--- src/rtl/oqpsk_tx_framer_pkg.sv ---
// Shared definitions for the OQPSK transmit framer: FSM encoding, default sync word
// and counter widths.
package oqpsk_tx_framer_pkg;

    localparam int LEN_W = 8;
    localparam int CNT_W = 8;
    localparam logic [31:0] DEFAULT_SYNC_WORD = 32'h1ACFFC1D;

    typedef enum logic [1:0] {
        ST_IDLE = 2'd0,
        ST_PRE  = 2'd1,
        ST_SYNC = 2'd2,
        ST_PAY  = 2'd3
    } tx_state_t;

endpackage

--- src/rtl/oqpsk_tx_framer_fifo.sv ---
// Synchronous byte FIFO feeding the framer payload stage. Read data is the word at the
// head pointer, so a pop and its data are consumed on the same edge.
module tx_byte_fifo #(
    parameter int DEPTH = 16,
    localparam int AW = $clog2(DEPTH)
) (
    input  logic          CLK50M,
    input  logic          RST,
    input  logic          wr_en,
    input  logic [7:0]    wr_data,
    input  logic          rd_en,
    output logic [7:0]    rd_data,
    output logic          full,
    output logic          empty,
    output logic [AW:0]   level
);

    logic [7:0]  mem [DEPTH];
    logic [AW:0] wr_ptr_reg;
    logic [AW:0] rd_ptr_reg;
    logic        do_wr;
    logic        do_rd;

    // The extra pointer bit separates full from empty; the low AW bits wrap modulo DEPTH.
    assign level   = wr_ptr_reg - rd_ptr_reg;
    assign full    = (level == (AW+1)'(DEPTH));
    assign empty   = (level == '0);
    assign do_wr   = wr_en && !full;
    assign do_rd   = rd_en && !empty;
    assign rd_data = mem[rd_ptr_reg[AW-1:0]];

    always_ff @(posedge CLK50M) begin
        if (do_wr) begin
            mem[wr_ptr_reg[AW-1:0]] <= wr_data;
        end
    end

    always_ff @(posedge CLK50M or negedge RST) begin
        if (!RST) begin
            wr_ptr_reg <= '0;
            rd_ptr_reg <= '0;
        end else begin
            if (do_wr) wr_ptr_reg <= wr_ptr_reg + 1'b1;
            if (do_rd) rd_ptr_reg <= rd_ptr_reg + 1'b1;
        end
    end

endmodule

--- src/rtl/oqpsk_tx_framer.sv ---
// Frame builder and serializer for the OQPSK modulator: preamble, sync word, then
// FIFO payload bytes MSB first, one bit per enabled bit strobe.
module oqpsk_tx_framer
    import oqpsk_tx_framer_pkg::*;
#(
    parameter int          FIFO_DEPTH = 16,
    parameter int          PRE_BITS   = 32,
    parameter int          SYNC_BITS  = 32,
    parameter logic [31:0] SYNC_WORD  = DEFAULT_SYNC_WORD
) (
    input  logic                          CLK50M,
    input  logic                          RST,
    input  logic                          EN,
    input  logic                          bit_stb,
    input  logic [7:0]                    din,
    input  logic                          din_valid,
    output logic                          din_ready,
    input  logic                          start,
    input  logic [LEN_W-1:0]              frame_len,
    output logic                          bit_out,
    output logic                          busy,
    output logic                          done,
    output logic                          underrun,
    output logic [$clog2(FIFO_DEPTH):0]   fifo_level
);

    localparam logic [31:0]      SYNC_ALIGNED = SYNC_WORD << (32 - SYNC_BITS);
    localparam logic [CNT_W-1:0] PRE_LAST     = CNT_W'(PRE_BITS - 1);
    localparam logic [CNT_W-1:0] SYNC_LAST    = CNT_W'(SYNC_BITS - 1);

    tx_state_t        state_reg, state_next;
    logic [CNT_W-1:0] bit_cnt_reg, bit_cnt_next;
    logic [LEN_W-1:0] byte_cnt_reg, byte_cnt_next;
    logic [31:0]      sync_sr_reg, sync_sr_next;
    logic [7:0]       pay_sr_reg, pay_sr_next;
    logic             bit_out_reg, bit_out_next;
    logic             done_reg, done_next;
    logic             underrun_reg, underrun_next;

    logic             step;
    logic             fifo_rd;
    logic             fifo_full;
    logic             fifo_empty;
    logic [7:0]       fifo_data;
    logic [7:0]       pay_byte;

    tx_byte_fifo #(
        .DEPTH (FIFO_DEPTH)
    ) u_fifo (
        .CLK50M  (CLK50M),
        .RST     (RST),
        .wr_en   (din_valid && din_ready),
        .wr_data (din),
        .rd_en   (fifo_rd),
        .rd_data (fifo_data),
        .full    (fifo_full),
        .empty   (fifo_empty),
        .level   (fifo_level)
    );

    assign step      = EN && bit_stb;
    assign din_ready = !fifo_full;
    assign busy      = (state_reg != ST_IDLE);
    assign bit_out   = bit_out_reg;
    assign done      = done_reg;
    assign underrun  = underrun_reg;
    assign pay_byte  = fifo_empty ? 8'h00 : fifo_data;

    always_comb begin
        state_next    = state_reg;
        bit_cnt_next  = bit_cnt_reg;
        byte_cnt_next = byte_cnt_reg;
        sync_sr_next  = sync_sr_reg;
        pay_sr_next   = pay_sr_reg;
        bit_out_next  = bit_out_reg;
        done_next     = 1'b0;
        underrun_next = underrun_reg;
        fifo_rd       = 1'b0;

        case (state_reg)
            ST_IDLE: begin
                if (step) bit_out_next = 1'b0;
                // The cycle carrying done still reads as idle, so a start there is dropped explicitly.
                if (start && (frame_len != '0) && !done_reg) begin
                    state_next    = ST_PRE;
                    bit_cnt_next  = '0;
                    byte_cnt_next = frame_len;
                    sync_sr_next  = SYNC_ALIGNED;
                    underrun_next = 1'b0;
                end
            end
            ST_PRE: begin
                if (step) begin
                    bit_out_next = ~bit_cnt_reg[0];
                    if (bit_cnt_reg == PRE_LAST) begin
                        state_next   = ST_SYNC;
                        bit_cnt_next = '0;
                    end else begin
                        bit_cnt_next = bit_cnt_reg + 1'b1;
                    end
                end
            end
            ST_SYNC: begin
                if (step) begin
                    bit_out_next = sync_sr_reg[31];
                    sync_sr_next = {sync_sr_reg[30:0], 1'b0};
                    if (bit_cnt_reg == SYNC_LAST) begin
                        state_next   = ST_PAY;
                        bit_cnt_next = '0;
                    end else begin
                        bit_cnt_next = bit_cnt_reg + 1'b1;
                    end
                end
            end
            ST_PAY: begin
                if (byte_cnt_reg == '0) begin
                    // Last bit already loaded on the previous strobe; close the frame now.
                    if (EN) begin
                        state_next = ST_IDLE;
                        done_next  = 1'b1;
                    end
                end else if (step) begin
                    if (bit_cnt_reg[2:0] == 3'd0) begin
                        bit_out_next = pay_byte[7];
                        pay_sr_next  = {pay_byte[6:0], 1'b0};
                        if (fifo_empty) underrun_next = 1'b1;
                        else            fifo_rd       = 1'b1;
                    end else begin
                        bit_out_next = pay_sr_reg[7];
                        pay_sr_next  = {pay_sr_reg[6:0], 1'b0};
                    end
                    if (bit_cnt_reg[2:0] == 3'd7) begin
                        bit_cnt_next  = '0;
                        byte_cnt_next = byte_cnt_reg - 1'b1;
                    end else begin
                        bit_cnt_next  = bit_cnt_reg + 1'b1;
                    end
                end
            end
            default: state_next = ST_IDLE;
        endcase
    end

    always_ff @(posedge CLK50M or negedge RST) begin
        if (!RST) begin
            state_reg    <= ST_IDLE;
            bit_cnt_reg  <= '0;
            byte_cnt_reg <= '0;
            sync_sr_reg  <= '0;
            pay_sr_reg   <= '0;
            bit_out_reg  <= 1'b0;
            done_reg     <= 1'b0;
            underrun_reg <= 1'b0;
        end else begin
            state_reg    <= state_next;
            bit_cnt_reg  <= bit_cnt_next;
            byte_cnt_reg <= byte_cnt_next;
            sync_sr_reg  <= sync_sr_next;
            pay_sr_reg   <= pay_sr_next;
            bit_out_reg  <= bit_out_next;
            done_reg     <= done_next;
            underrun_reg <= underrun_next;
        end
    end

endmodule

--- config.mk ---
export PLATFORM = sky130hd
export DESIGN_NAME = oqpsk_tx_framer
export DESIGN_NICKNAME = d
export VERILOG_FILES = /design/src/rtl/oqpsk_tx_framer_pkg.sv /design/src/rtl/oqpsk_tx_framer_fifo.sv /design/src/rtl/oqpsk_tx_framer.sv
export SDC_FILE = /design/constraint.sdc
export NUM_CORES = 1
export LEC_CHECK = 0
export CAP_MARGIN = 20
export CORE_MARGIN = 5
export CORE_UTILIZATION = 50
export CTS_CLUSTER_DIAMETER = 60
export CTS_CLUSTER_SIZE = 8
export DETAILED_ROUTE_END_ITERATION = 8
export GPL_TIMING_DRIVEN = 0
export PLACE_DENSITY = 0.8
export SKIP_LAST_GASP = 1
export SYNTH_ARGS = -nofsm -noshare
export SYNTH_HDL_FRONTEND = slang
export SYNTH_SLANG_ARGS = --single-unit
--- constraint.sdc ---
create_clock -name CLK50M -period 3 [get_ports CLK50M]
set_input_delay 0.6 -clock CLK50M [delete_from_list [all_inputs] [get_ports CLK50M]]
set_output_delay 0.6 -clock CLK50M [all_outputs]
set_load 0.02 [all_outputs]
==> impl_metrics.toml <==
[detailed_routing]
vias = 5692
drt_iter0_markers = 549
drc_errors = 0
avgRoutedWirePerCell_um = 20.3
ant_nets = 0
routed_wirelength_mm = 19.3
dr.pass1.iters = 5
via_per_inst = 5.98

[placement]
detailed_place_hpwl_mm = 12.9
portBuffers = 31
finalWeightedCongestion = 0.800

[sta]
maxSlewViolCount = 0
max_slew_margin = 0.408
worstMarginPinSlew_ps = 888
timing.hold.ws_ps = 257
fin_crit_sh = 1.05
hold_viol_final = 0
setup_viol = 1
fin_setup_tns_ps = -144
finClkSkew_ps = 14.7
final.min_clock_period_ps = 3140
max_freq_mhz = 318
worst_slack_ps = -144
rsz0062_at_grt = "true"

[finish]
largest_reg_flops = 128
diodes = 0
final_common_cell = "edfxtp_1"
drive_gt1_frac = 0.180
nets = 756
area_growth_pct = 16.4
seq_area_um2 = 5600
layout_common_cells = "edfxtp_1, nand2_1, dfrtp_1"
multi_input_area_um2 = 3050
n_fill_cell = 1247

[setup_path]
cp.buffers_inverters = 4
cp.arrival_ps = 2540
crit_family = "compound AO/OA/AOI/OAI gates"
critPathCaptureType = "output pin"
crit_fanout = 10
critPathMaxStageDelay_ps = 370
critPathKind = "reg2out"
worstPathRequired_ps = 2400
crit_top_cell = "buf_6"
crit_slowest_cell = "dfrtp_1"
crit_chain = "buf_6, clkinvlp_4, buf_8, ha_4, nand3b_1, a211o_1, a211o_4, buf_6"
setup.worst_path.start_class = "flip-flop"

[logic_synthesis]
syn_area_um2 = 8750
synth_top_family_by_area = "simple AND/OR/NAND/NOR gates"
synth_compound_area_frac = 0.0708
synthTopCellsByArea = "edfxtp_1, dfrtp_1, mux4_2"
yosys.area_share.xor_xnor = 0.0110
synth_seq_cells = 198
yosysSeqAreaShare = 0.639
yosys.area.top_type = "edfxtp_1"
syn_area_per_cell_um2 = 13.5
ys.flop_type = "edfxtp_1"
synth_fa_ha_area_frac = 0.0294
ys_warn_count = 0
muxShareOfSynthArea = 0.0919
synth_cells = 649
synth_top_area_share = 0.439
yosysUniqueCellTypes = 58
synthSimpleGateAreaFrac = 0.130
syn_nets = 691
async_flop_share = 0.354
synth_edf_count = 128

[power_and_ir_drop]
total_power_w = 0.00883
power_density_nw_per_um2 = 866
seqPwrFrac = 0.395
p_int_w = 0.00580
p_leak_nw = 3.89
ir_drop_v = 0.000720
power_switching_w = 0.00302
p_clk_frac = 0.244
pwr-share-comb = 0.361
p_sw_frac = 0.342

[die]
core_um2 = 17200
initial_utilization = 0.508
num_rows = 48
io_pins = 32
die_area_um2 = 20300
die_h_um = 142
fp.dieW_um = 142

[grt]
grt_overflow_total = 0
grt_pass1_vias = 5823
antenna_found_initial = 0
grt_max_degree = 71
grt_pass1_wl_mm = 31.0
track_usage = 0.198

[status]
violations = "setup timing"
status = "complete, but fails checks"

[clock_network]
htreeDepth = 4
clock_sinks = 198
cts_buffers = 17
clockBufferDepth = 2
clk_pin_slew_ps = 70
ctsHoldBuffers = 0
tritoncts = "built"
clock_latency_ps = 440
root_buffer = "clkbuf_16"

[hold_path]
hold_path_class = "in2async"

[flow_run]
drv_cap = 0
[power groups by stage]
stage | clock (W) | combinational [W] | sequential [W]
2_1_floorplan | 0 | 0.00197 | 0.00348
3_3_place_gp | 0 | 0.00270 | 0.00350
3_5_place_dp | 0 | 0.00282 | 0.00352
4_1_cts | 0.00216 | 0.00307 | 0.00347
5_1_grt | 0.00228 | 0.00346 | 0.00353
6_report | 0.00215 | 0.00318 | 0.00349
[layout make-up]
class,instances,share of cell area
tap,225,0.0276
buffer,32,0.0187
inverter,21,0.00896
timing repair buffer,49,0.0425
sequential,198,0.549
clock buffer,17,0.0417
multi-input combinational,395,0.299
clock inverter,15,0.0122
[layer usage]
layer	GRT usage	wire (um)	part of all wire
met1	0.250	7790	0.40
met2	0.342	10100	0.52
met3	0.0454	982	0.051
met4	0.0650	401	0.021
met5	0	0	0
[kinds of logic (layout without fill, tap and decap cells)]
logic type                 after synthesis  after routing
xor gates and xnor gates                11             11
buffers and inverters                   56            134
DFF                                    198            198
AOI/OAI and AO/OA                       89             89
and+or+nand+nor                        236            236
adders and majority gates               20             20
muxes                                   39             39
[repair_timing]
item | CTS | global route
endpoints found under the setup margin | 146 | 134
gates resized for setup | 51 | 12
buffers inserted | 11 | 7
pin swaps | 4 | 6
endpoints found under the hold margin | 0 | 0
[cells in the mapped netlist (all sizes together) (3+ instances only)]
master and count:
a21oi 13, a22oi 3, a41oi 6, and3 18, buf 16, clkbuf 19
dfrtp 70, edfxtp 128, ha 19, inv 20, mux2i 5, mux4 33
nand2 105, nand2b 3, nand3 56, nand4 7, nand4b 3, nor2 13
nor2b 11, nor3 3, o211ai 15, o21ai 22, o22ai 5, or4 5
xnor2 7, xor2 4
[stage by stage]
stage               setup WS (ps)  std cells  instance area, um2  utilization
finish                       -144        952               10200        0.591
floorplan                    8.10        649                8790            -
detailed placement           -704        905                9380        0.544
CTS                          -228        947               10100        0.588
global placement             -908        905                9390        0.545
global route                 -192        952               10200        0.591
[worst paths after layout]
check	from	to	slack, ps	depth (start not counted)
worst max register to register	u_fifo.rd_ptr_reg[2]$_DFFE_PN0P_	u_fifo.mem[3][1]$_DFFE_PP_	50	10
min in group CLK50M	pay_sr_reg[6]$_DFFE_PN0P_	pay_sr_reg[6]$_DFFE_PN0P_	480	2
worst min-delay path	RST	byte_cnt_reg[5]$_DFFE_PN0P_	260	1
worst min register to register	pay_sr_reg[6]$_DFFE_PN0P_	pay_sr_reg[6]$_DFFE_PN0P_	480	2
max in group asynchronous	RST	u_fifo.rd_ptr_reg[3]$_DFFE_PN0P_	2080	1
worst max-delay path	u_fifo.rd_ptr_reg[2]$_DFFE_PN0P_	din_ready	-140	8
No activity file was read; power rests on OpenSTA's default activity.
